==> src/rtl/upscaler_pkg.sv <==
// Types and constants shared by the upscaler front end: pixel width, horizontal
// repetition factor, feeder state encoding and the FIFO entry layout.
package upscaler_pkg;

   localparam int PIX_W  = 24;
   localparam int H_REPS = 3;

   typedef enum logic {
      IDLE,
      RUN
   } feeder_state_t;

   typedef struct packed {
      logic             sof;
      logic [PIX_W-1:0] pixel;
   } fifo_entry_t;

endpackage

==> src/rtl/sync_fifo.sv <==
// Single-clock FIFO with registered occupancy count and full/empty flags.
// Writes while full and reads while empty are ignored; no pass-through.
module sync_fifo #(
   parameter int WIDTH = 25,
   parameter int DEPTH = 8
) (
   input  logic             clk,
   input  logic             rst,
   input  logic             wr_en,
   input  logic [WIDTH-1:0] wr_data,
   input  logic             rd_en,
   output logic [WIDTH-1:0] rd_data,
   output logic             full,
   output logic             empty
);

   localparam int AW = $clog2(DEPTH);

   logic [WIDTH-1:0] mem [DEPTH];
   logic [AW-1:0]    wr_ptr;
   logic [AW-1:0]    rd_ptr;
   logic [AW:0]      count;
   logic             do_wr;
   logic             do_rd;

   assign full    = (count == (AW+1)'(DEPTH));
   assign empty   = (count == '0);
   assign do_wr   = wr_en && !full;
   assign do_rd   = rd_en && !empty;
   assign rd_data = mem[rd_ptr];

   always_ff @(posedge clk) begin
      if (do_wr) mem[wr_ptr] <= wr_data;
   end

   always_ff @(posedge clk or posedge rst) begin
      if (rst) begin
         wr_ptr <= '0;
         rd_ptr <= '0;
         count  <= '0;
      end else begin
         if (do_wr) wr_ptr <= wr_ptr + 1'b1;
         if (do_rd) rd_ptr <= rd_ptr + 1'b1;
         case ({do_wr, do_rd})
            2'b10:   count <= count + 1'b1;
            2'b01:   count <= count - 1'b1;
            default: count <= count;
         endcase
      end
   end

endmodule

==> src/rtl/pixel_feeder.sv <==
// Buffers source pixels and repeats each one H_REPS cycles into the upscaler,
// tracking frame position. FEEDER_UNDERRUN_EN adds the underrun_cnt port.
//
// state | meaning
// IDLE  | no frame open; popped entries without sof are dropped
// RUN   | frame open; x/y track the pixel shown (or next, during a bubble)
module pixel_feeder
   import upscaler_pkg::*;
#(
   parameter int IMG_W = 384,
   parameter int IMG_H = 216,
   parameter int DEPTH = 8
) (
   input  logic             clk,
   input  logic             rst,
   input  logic [PIX_W-1:0] s_data,
   input  logic             s_sof,
   input  logic             s_valid,
   output logic             s_ready,
   output logic [PIX_W-1:0] up_pixel,
   output logic             up_valid,
   output logic             frame_done,
   output logic             sof_err
`ifdef FEEDER_UNDERRUN_EN
   ,output logic [15:0]     underrun_cnt
`endif
);

   localparam int XW = (IMG_W > 1) ? $clog2(IMG_W) : 1;
   localparam int YW = (IMG_H > 1) ? $clog2(IMG_H) : 1;
   localparam logic [XW-1:0] X_LAST   = XW'(IMG_W - 1);
   localparam logic [YW-1:0] Y_LAST   = YW'(IMG_H - 1);
   localparam logic [1:0]    LAST_REP = 2'(H_REPS - 1);

   feeder_state_t    state, state_n;
   logic [1:0]       rep, rep_n;
   logic [XW-1:0]    x, x_n;
   logic [YW-1:0]    y, y_n;
   logic [PIX_W-1:0] up_pixel_n;
   logic             up_valid_n;
   logic             frame_done_n;
   logic             sof_err_n;

   fifo_entry_t      wr_entry;
   fifo_entry_t      head;
   logic             full;
   logic             empty;
   logic             pop;
   logic             last_rep;
   logic             last_pix;

   assign s_ready  = !full;
   assign wr_entry = '{sof: s_sof, pixel: s_data};

   sync_fifo #(
      .WIDTH($bits(fifo_entry_t)),
      .DEPTH(DEPTH)
   ) u_fifo (
      .clk    (clk),
      .rst    (rst),
      .wr_en  (s_valid),
      .wr_data(wr_entry),
      .rd_en  (pop),
      .rd_data(head),
      .full   (full),
      .empty  (empty)
   );

   always_ff @(posedge clk or posedge rst) begin
      if (rst) begin
         state      <= IDLE;
         rep        <= '0;
         x          <= '0;
         y          <= '0;
         up_pixel   <= '0;
         up_valid   <= 1'b0;
         frame_done <= 1'b0;
         sof_err    <= 1'b0;
      end else begin
         state      <= state_n;
         rep        <= rep_n;
         x          <= x_n;
         y          <= y_n;
         up_pixel   <= up_pixel_n;
         up_valid   <= up_valid_n;
         frame_done <= frame_done_n;
         sof_err    <= sof_err_n;
      end
   end

   always_comb begin
      state_n      = state;
      rep_n        = rep;
      x_n          = x;
      y_n          = y;
      up_pixel_n   = up_pixel;
      up_valid_n   = up_valid;
      frame_done_n = 1'b0;
      sof_err_n    = 1'b0;

      last_rep = (state == RUN) && up_valid && (rep == LAST_REP);
      last_pix = last_rep && (x == X_LAST) && (y == Y_LAST);
      pop      = !empty && ((state == IDLE) || !up_valid || (rep == LAST_REP));

      if (up_valid && (rep != LAST_REP)) rep_n = rep + 1'b1;

      // Finishing a pixel advances the position; a pop below may reload at once.
      if (last_rep) begin
         up_valid_n = 1'b0;
         if (x == X_LAST) begin
            x_n = '0;
            y_n = (y == Y_LAST) ? '0 : y + 1'b1;
         end else begin
            x_n = x + 1'b1;
         end
         if (last_pix) begin
            frame_done_n = 1'b1;
            state_n      = IDLE;
         end
      end

      if (pop) begin
         if (head.sof) begin
            if ((state == RUN) && ((x_n != '0) || (y_n != '0))) sof_err_n = 1'b1;
            x_n        = '0;
            y_n        = '0;
            state_n    = RUN;
            up_pixel_n = head.pixel;
            up_valid_n = 1'b1;
            rep_n      = '0;
         end else if (state_n == RUN) begin
            up_pixel_n = head.pixel;
            up_valid_n = 1'b1;
            rep_n      = '0;
         end
      end
   end

`ifdef FEEDER_UNDERRUN_EN
   always_ff @(posedge clk or posedge rst) begin
      if (rst) begin
         underrun_cnt <= '0;
      end else if ((state == RUN) && !up_valid && (underrun_cnt != 16'hFFFF)) begin
         underrun_cnt <= underrun_cnt + 1'b1;
      end
   end
`endif

endmodule

==> config.mk <==
export PLATFORM = sky130hd
export DESIGN_NAME = pixel_feeder
export DESIGN_NICKNAME = d
export VERILOG_FILES = /design/src/rtl/upscaler_pkg.sv /design/src/rtl/sync_fifo.sv /design/src/rtl/pixel_feeder.sv
export SDC_FILE = /design/constraint.sdc
export NUM_CORES = 1
export LEC_CHECK = 0
export CAP_MARGIN = 20
export CORE_UTILIZATION = 59
export DETAILED_ROUTE_END_ITERATION = 7
export HOLD_SLACK_MARGIN = 0.06
export MAX_ROUTING_LAYER = met4
export PLACE_DENSITY_LB_ADDON = 0.08
export SYNTH_ARGS = -nofsm -noshare
export SYNTH_HDL_FRONTEND = slang
export SYNTH_SLANG_ARGS = --single-unit
==> constraint.sdc <==
create_clock -name clk -period 4.5 [get_ports clk]
set_input_delay 0.9 -clock clk [delete_from_list [all_inputs] [get_ports clk]]
set_output_delay 0.9 -clock clk [all_outputs]
set_load 0.02 [all_outputs]
# ---- Word-level counts from Yosys, hierarchy flattened
# Memory sizes are Yosys's and may differ from the RTL's.
# Cells that the tools add are included.
dict set report totals {
  memories 1
  register_bits 57
  input_bits 28
  mem_bits_rw 200
  wordCells 79
  output_inout_bits 28
}
# name depth word_bits read_ports rd_clocked_by_memory_dff write_ports line
set mem_list {}
lappend mem_list {u_fifo.mem 8 25 1 0 1 sync_fifo.sv:19} ;# logic [WIDTH-1:0] mem [DEPTH];
dict set report op_classes {
  n_addsub 7
  n_eq_ne 7
  reduce_logical 21
  bitwise_logic 1
  mux 31
}
# op count
set ops {}
lappend ops {{24-bit 2-to-1 mux} 2}
lappend ops {{8-bit 2-to-1 mux} 5}
lappend ops {{9-bit 2-to-1 mux} 4}
lappend ops {{1-bit 2-to-1 mux} 15}
lappend ops {{9-bit by 1-bit adder with 9-bit output (second input constant)} 1}
lappend ops {{9-bit == test (second input constant)} 1}
lappend ops {{1-bit logical AND} 9}
lappend ops {{9-bit nonzero test} 1}
lappend ops {{8-bit by 1-bit adder with 8-bit output (second input constant)} 1}
lappend ops {{8-bit == test (second input constant)} 1}
lappend ops {{2-bit 2-to-1 mux} 4}
lappend ops {{4-bit one-hot mux with 2 select lines} 1}
lappend ops {{8-bit nonzero test} 1}
lappend ops {{3-bit by 1-bit adder with 3-bit output (second input constant)} 2}
lappend ops {{4-bit by 1-bit adder with 4-bit output (second input constant)} 1}
lappend ops {{2-bit == test (second input constant)} 2}
lappend ops {{4-bit == test (second input constant)} 1}
lappend ops {{4-bit zero test} 1}
lappend ops {{2-bit nonzero test} 2}
lappend ops {{4-bit by 1-bit subtractor with 4-bit output (second input constant)} 1}
lappend ops {{1-bit zero test} 3}
lappend ops {{1-bit logical OR} 3}
lappend ops {{2-bit by 1-bit adder with 2-bit output (second input constant)} 1}
lappend ops {{2-bit by 1-bit == test with 1-bit output (second input constant)} 1}
lappend ops {{other kinds (3)} 3}

# ---- Depth between registers and ports, before layout
# Gate-level depths: netlist of the first run.
dict set report logic_depth {
  word_depth 10
  depth_mapped 11
  mapped_depth_nobuf 11
}

# ---- By module
# Synthesis of the first run repeated with hierarchy kept, for this count alone.
dict set report unflattened {
  hier_cells 568
  area_unflattened_um2 10613.9
}
# mod instances seq_area_each_um2 cells_per_inst area_per_inst_um2
set modules_own_cells {}
lappend modules_own_cells {sync_fifo 1 6256.0 358 8351.8}
lappend modules_own_cells {pixel_feeder 1 1176.1 210 2262.2}

# ---- Worst setup path before layout of the first run
# No wires, ideal clock.
dict set report synth_timing {
  path_kind {input port to flip-flop}
  start {in s_valid}
  end {mem u_fifo.mem[0][0], enable pin}
  setup_slack_ps 1010
  stages 3
  arrival_time_ps 3052
  path_cell_list {nand2_1 or2_2 nor3_1}
}
dict set report synth_between {
  elab_chain_cells 3
}
# element line
set synth_lines {}
lappend synth_lines {{start, declared} pixel_feeder.sv:18} ;# input logic s_valid,
lappend synth_lines {{1-bit logical AND} sync_fifo.sv:28} ;# assign do_wr = wr_en && !full;
lappend synth_lines {{1-bit 2-to-1 mux} sync_fifo.sv:33} ;# if (do_wr) mem[wr_ptr] <= wr_data;
lappend synth_lines {{1-bit 2-to-1 mux (not written as such)} sync_fifo.sv:33}
lappend synth_lines {{end, declared} sync_fifo.sv:19}
# Every way passes these cells.

# ---- Worst setup path in the final report of the first run
dict set report layout_timing {
  start {reg u_fifo.rd_ptr[1]}
  end {reg up_pixel[20]}
}
dict set report layout_between {
  elab_chain_cells 3
}
# element line
set layout_lines {}
lappend layout_lines {{start, declared} sync_fifo.sv:21} ;# logic [AW-1:0] rd_ptr;
lappend layout_lines {{start signal, assigned} sync_fifo.sv:43} ;# if (do_rd) rd_ptr <= rd_ptr + 1'b1;
lappend layout_lines {{memory read 8 x 25 bit (*)} --}
lappend layout_lines {{24-bit 2-to-1 mux / 2-bit nonzero test (equally long branches)} --}
lappend layout_lines {{24-bit 2-to-1 mux / 2-bit AND reduction (equally long branches)} --}
lappend layout_lines {{end signal, assigned} pixel_feeder.sv:84} ;# up_pixel <= up_pixel_n;
lappend layout_lines {{end, declared} pixel_feeder.sv:20} ;# output logic [PIX_W-1:0] up_pixel,
# Every way passes the cells marked *; elsewhere a longest branch is shown, timed or not. The select of a mux whose other input is x is not followed.
# A chain may end at the register's enable or synchronous reset.

==> results of run 1 <==
## cells by family (layout without fill, tap and decap cells)
family | after synthesis | after routing | synth area share [%]
compound gates | 53 | 53 | 3.02
fa+ha+maj | 9 | 9 | 1.17
simple gates | 131 | 131 | 5.99
xor+xnor | 23 | 23 | 1.97
mux | 77 | 77 | 13.8
flops | 257 | 257 | 72.6
buf+inv | 34 | 117 | 1.53
## per-stage QoR
step / cells / utilization (%) / total power (W) / cell area [µm²] / hold WS [ns]
4_1_cts: 887 / 70.8 / 0.00786 / 11900 / 0.506
5_1_grt: 887 / 70.8 / 0.00815 / 11900 / 0.524
2_1_floorplan: 584 / - / 0.00502 / 10200 / 0.454
3_5_place_dp: 840 / 66.0 / 0.00581 / 11100 / 0.495
6_report: 887 / 70.8 / 0.00777 / 11900 / 0.511
3_3_place_gp: 840 / 66.0 / 0.00573 / 11100 / 0.478
## worst reg2reg max path: cells and delay by family (launching register included)
kind                   cells  cell delay [ns]
and+or+nand+nor            1             0.08
AOI/OAI and AO/OA          2             0.83
muxes                      2             0.52
buffers and inverters      1             0.41
DFF                        1             0.98
## area by class of cell
type                            count  share of cell area (%)
Tap cell                          220                    2.32
Inverter                            8                   0.253
Sequential cell                   257                    62.6
Timing Repair Buffer               62                    5.08
Multi-Input combinational cell    293                    22.9
Clock buffer                       40                    6.35
Clock inverter                      7                   0.474
## routing by layer
layer,wire length [µm],vias up
li1,-,2391
met1,8210,2657
met2,9700,130
met3,696,30
met4,382,0
met5,0,-
## power groups by stage
| stage | Sequential [W] | Clock, W | Combinational [W] |
|---|---|---|---|
| 2_1_floorplan | 0.00337 | 0 | 0.00165 |
| 3_3_place_gp | 0.00340 | 0 | 0.00233 |
| 3_5_place_dp | 0.00342 | 0 | 0.00239 |
| 4_1_cts | 0.00338 | 0.00207 | 0.00240 |
| 5_1_grt | 0.00343 | 0.00215 | 0.00257 |
| 6_report | 0.00337 | 0.00204 | 0.00236 |
## how the worst max path moves through the flow
| stage | from | to |
|---|---|---|
| 3_5_place_dp | s_valid | u_fifo.mem[4][8]$_DFFE_PP_ |
| 5_1_grt | u_fifo.rd_ptr[1]$_DFFE_PP0P_ | up_pixel[5]$_DFFE_PP0P_ |
| 4_1_cts | u_fifo.rd_ptr[1]$_DFFE_PP0P_ | up_pixel[5]$_DFFE_PP0P_ |
| 6_report | u_fifo.rd_ptr[1]$_DFFE_PP0P_ | up_pixel[20]$_DFFE_PP0P_ |
| 3_3_place_gp | s_valid | u_fifo.mem[4][8]$_DFFE_PP_ |
| 2_1_floorplan | s_valid | u_fifo.mem[0][0]$_DFFE_PP_ |
## registers in the layout, summed over array words and instances, names as in the netlist
| register | count |
|---|---|
| x | 9 |
| sof_err | 1 |
| rep | 2 |
| u_fifo.rd_ptr | 3 |
| state | 1 |
| up_valid | 1 |
| y | 8 |
| u_fifo.count | 4 |
| u_fifo.mem | 200 |
| u_fifo.wr_ptr | 3 |
| up_pixel | 24 |
| frame_done | 1 |
## cells in the final DEF (no fill, tap or decap), drive strengths merged, types with 5 or more instances in the layout
cell type        n
a21oi           33
and3             5
buf              7
clkbuf          40
clkdlybuf4s50   55
clkinv           6
dfrtp           57
edfxtp         200
ha               8
inv              8
mux2i           26
mux4            50
nand2           31
nand3            9
nand4            6
nor2            53
nor3             6
o21ai            8
xnor2           14
xor2             9
==> metrics, run 1 <==
Worst path max stage delay 0.98 ns; YS warnings 0; Logic pwr share 30.4%; top post-synthesis cells by count edfxtp_1, dfrtp_1, nor2_1; HP Start u_fifo.count[3]$_DFFE_PP0P_; Max VDD drop 0.000410 V; CP endpoint kind register; Post-CTS Setup Inserts 0; max cap viols 0; Critical Path Fanout Max 29; global route overflow 0; largest area contributor in the netlist edfxtp_1; WP buf/inv 1; clk root buf clkbuf_16; # resized after CTS 0; hold path depth 1; WP depth 6; r2r startpoint u_fifo.rd_ptr[1]$_DFFE_PP0P_; top-level I/O count 56; crit path kind register to register; Worst-Margin Slew 0.959 ns; Clk pin slew, worst setup/hold paths 0.06 ns; Clk pwr share 26.2%; register area share after synthesis 72.6%; layout cells sized above 1 16.8%; reg-to-reg endpoint up_pixel[20]$_DFFE_PP0P_; Final GP Congestion 0.823; wire per inst 21.4 µm; Async SR Flop Fraction 22.2%; fill count 1062; distinct cell type count of the synthesized netlist 46; CTS Buffer Depth 3; Worst R2R Setup Slack 1.61 ns; DR pass1 iterations 4; Area growth syn-to-layout 15.9%; worst endpoint data arrival time 3.33 ns; Avg Vias per Cell 5.87; hold crit path type register to register; Int Pwr 0.00536 W; routed wire length 19000 µm; TritonCTS Buffers 26; hold path endpoint u_fifo.count[3]$_DFFE_PP0P_; Crit-path slowest cell dfrtp_2; Slew Limit Fails 0; area of the multi-input gates 2720 µm²; Power per Cell Area 654 nW/µm²; Post-Syn Instances 584; HPWL Detailed 11000 µm; worst clock skew 0.0140 ns; die area 17900 µm²; initial antenna violation count 0; Port Buffers 55; die height 134 µm; largest net degree at the start of global routing 50; CTS tree built; Skew-Pair Late Insertion Delay 0.52 ns; Setup TNS 0 ns; starting DRC count in detailed routing 291; cells taking the most area after synthesis edfxtp_1, dfrtp_1, mux4_2; Tcrit/Tclk final 64.3%; Primary FF master, synth edfxtp_1; # DRC 0; vias in the first global route 5486; sequential share of power 43.4%; Req. time, crit path 4.94 ns; Place WS 1.41 ns; final setup margin 1.61 ns; die width 134 µm; first-pass GRT wire length 30100 µm; Ant. Diodes 0; Sw Share 31.0%; syn_area_per_cell 17.5 µm²; antenna viol nets, final 0; Most Crowded Layer GR met2; final setup vio count 0; met3 usage 2.97%; status finished, final reports clean; Global Route Usage Sum 23.3%; Starting Density 61.1%; FF-to-FF path depth 6; crit path time final 2.89 ns; # hold bufs at CTS 0; RSZ-0062 raised after global routing no; post-synth top area share 58.6%; Top Family by Delay on Critical Path flip-flops; crit-path cells mux4_2 > mux2i_4 > a21oi_4 > buf_4 > nor2_1 > a21oi_1; Final Hold Fails 0; number of synthesized register bits 257; Seq. cell area 7440 µm²; Post-synth EDFFs 200; Psw 0.00241 W; via count 5208; floorplan row count 47; leakage power 4.12 nW; Syn Nets 621; Core Area 16800 µm²; FMAX 346 MHz; Rel. slew slack 36.0%; fin nets 685; crit start category register; met2 usage 37.9%; H-tree levels 1; TritonCTS Sinks 257; GR Layer Usage met1 31.1%; Synth Cell Area 10200 µm²; most frequent cell after synthesis edfxtp_1
Power figures use the tool's default switching activity.
==> inputs of run 2 (changes only) <==
- clock period: 4.5 -> 2.7 ns (I/O delays scaled with it)
==> run 2 against run 1 <==
  * Sequential share of layout area decreased by 0.99 points
  * Critical path depth decreased by 3
  * Combinational power increased by 83%
  * Power increased by 70%
  * Non-clock buffer count increased by 11
  * Clock-buffer cell count decreased by 9
  * Register-to-register slack got worse by 1.2 ns
  * Sequential power increased by 62%
  * Sequential cell count unchanged
  * Final cell count increased by 1.0%
  * Worst hold slack got worse by 0.19 ns
==> metrics, run 2 (synthesized netlist as in run 1, its figures left out) <==
global route overflow 0 (unchanged); Critical Path Fanout Max 4 (-86%); max cap viols 0 (unchanged); Max VDD drop 0.000745 V (+82%); CTS tree built; area of the multi-input gates 2710 µm² (-0.28%); Setup TNS 0 ns (unchanged); Core Area 16800 µm² (unchanged); HPWL Detailed 11300 µm (+2.6%); first-pass GRT wire length 31500 µm (+4.8%); # resized after CTS 0 (unchanged); TritonCTS Buffers 25 (-3.8%); Seq. cell area 7440 µm² (unchanged); Biggest register u_fifo.mem; FF-to-FF path depth 11 (+5); finished layout cell area 12100 µm² (+1.6%); H-tree levels 1 (unchanged); crit-path cells nor3_1 > nand2_1 > clkdlybuf4s50_1; Avg Vias per Cell 5.98 (+1.9%); leakage power 4.21 nW (+2.0%); CTS Buffer Depth 3 (unchanged); Worst-Margin Slew 0.722 ns (-0.236 ns); initial antenna violation count 0 (unchanged); via count 5362 (+3.0%); fin nets 695 (+1.5%); Crit-path slowest cell clkdlybuf4s50_1; floorplan row count 47 (unchanged); Final Hold Fails 0 (unchanged); Largest regs u_fifo.mem (200), up_pixel (24), x (9); Slew Limit Fails 0 (unchanged); crit start category register; hold crit path type input port to async pin; Power per Cell Area 1090 nW/µm² (+67%); routed wire length 19600 µm (+3.0%); Clk pin slew, worst setup/hold paths 0.06 ns (about the same); fill count 1093 (+2.9%); clk root buf clkbuf_16; starting DRC count in detailed routing 348 (+20%); max FFs per register 200 (unchanged); Top Family by Delay on Critical Path buffers and inverters; wire per inst 21.8 µm (+2.0%); Tcrit/Tclk final 90.9%; Global Route Usage Sum 24.2% (+0.91 points); Worst path max stage delay 0.56 ns (-0.42 ns); crit path kind register to output port; DR pass1 iterations 5 (+1); vias in the first global route 5725 (+4.4%); crit path time final 2.46 ns; # DRC 0 (unchanged); Post-CTS Setup Inserts 0 (unchanged); Final GP Congestion 0.881 (+7.0%); Req. time, crit path 2.16 ns (-2.78 ns); die width 134 µm (unchanged); Area growth syn-to-layout 17.8%; status finished, final reports clean; TritonCTS Sinks 257 (unchanged); Rel. slew slack 51.7% (+16 points); # hold bufs at CTS 0 (unchanged); highest-count cells in the layout ignoring fill and taps edfxtp_1, clkdlybuf4s50_1, dfrtp_1, mux4_2, nor2_1; antenna viol nets, final 0 (unchanged); worst clock skew 0.00647 ns (-0.00752 ns); WP depth 3 (-3); commonest non-fill, non-tap cell in the layout edfxtp_1; layout cells sized above 1 18.2% (+1.4 points); largest net degree at the start of global routing 44 (-12%); Skew-Pair Late Insertion Delay 0.51 ns (about the same); FMAX 407 MHz; WP buf/inv 1 (unchanged); CP endpoint kind output port; die height 134 µm (unchanged); dpl cell area 11300 µm² (+1.8%); final setup vio count 0 (unchanged); RSZ-0062 raised after global routing no; Port Buffers 55 (unchanged); worst endpoint data arrival time 1.92 ns (-1.41 ns); top-level I/O count 56 (unchanged); die area 17900 µm² (unchanged); Starting Density 61.1% (unchanged); Ant. Diodes 0 (unchanged)
[run 2: changes by cell type in the layout (fill, tap and decap cells not counted), sizes merged]
cell / delta
clkbuf: -9
bufinv: +2
clkinv: +4
clkinvlp: +1
buf: +11
[run 2: final timing paths]
kind / end / slack, ns / start
hold reg to reg: u_fifo.count[3]$_DFFE_PP0P_ / 0.50 / u_fifo.count[3]$_DFFE_PP0P_
setup / recovery: s_ready / 0.24 / u_fifo.count[0]$_DFFE_PP0P_
hold / removal: up_pixel[0]$_DFFE_PP0P_ / 0.32 / rst
max in group asynchronous: u_fifo.rd_ptr[0]$_DFFE_PP0P_ / 1.78 / rst
min in group clk: u_fifo.count[3]$_DFFE_PP0P_ / 0.50 / u_fifo.count[3]$_DFFE_PP0P_
setup reg to reg: u_fifo.count[3]$_DFFE_PP0P_ / 0.41 / u_fifo.count[0]$_DFFE_PP0P_
[run 2: layout make-up]
| class | instances | share of cell area, % |
|---|---|---|
| sequential | 257 | 61.7 |
| multi-input combinational | 293 | 22.5 |
| timing repair buffer | 73 | 6.72 |
| clock buffer | 31 | 5.45 |
| tap | 220 | 2.28 |
| clock inverter | 14 | 1.19 |
| inverter | 8 | 0.249 |
[run 2: worst reg2reg max path, stage by stage (launching register included)]
cell,delay (ns)
dfrtp_1,0.41
nor3_1,0.27
nand2b_1,0.09
o21ai_1,0.10
inv_1,0.09
ha_1,0.24
ha_1,0.28
a21o_1,0.17
a21oi_1,0.17
xnor2_1,0.13
nor2_1,0.06
xor2_1,0.14
[run 2: per-layer routing]
metal / track usage, % / up-vias / part of all wire (%)
li1: - / 2418 / -
met4: 6.38 / 0 / 1.8
met2: 39.5 / 157 / 51
met3: 3.50 / 37 / 5.1
met1: 32.3 / 2750 / 42
met5: - / - / 0
[run 2: per-stage QoR]
| step | instances | setup slack (ns) | util (%) | total power, W | hold WS, ns |
|---|---|---|---|---|---|
| floorplan | 584 | 0.0552 | - | 0.00837 | 0.454 |
| global placement | 851 | 0.234 | 67.2 | 0.00978 | 0.491 |
| detailed placement | 851 | 0.205 | 67.2 | 0.00988 | 0.486 |
| CTS | 896 | 0.230 | 72.0 | 0.0133 | 0.321 |
| global route | 896 | 0.155 | 72.0 | 0.0139 | 0.348 |
| finish | 896 | 0.244 | 72.0 | 0.0132 | 0.319 |
[run 2: power breakdown]
part           internal, W  switching (W)
clock              0.00201        0.00140
sequential         0.00508       0.000393
combinational      0.00201        0.00231
total              0.00910        0.00410
==> inputs of run 3 (changes only) <==
- SKIP_LAST_GASP: unset -> 1
==> results of run 3 <==
No change in the layout: final DEF, timing and power equal those of run 2.
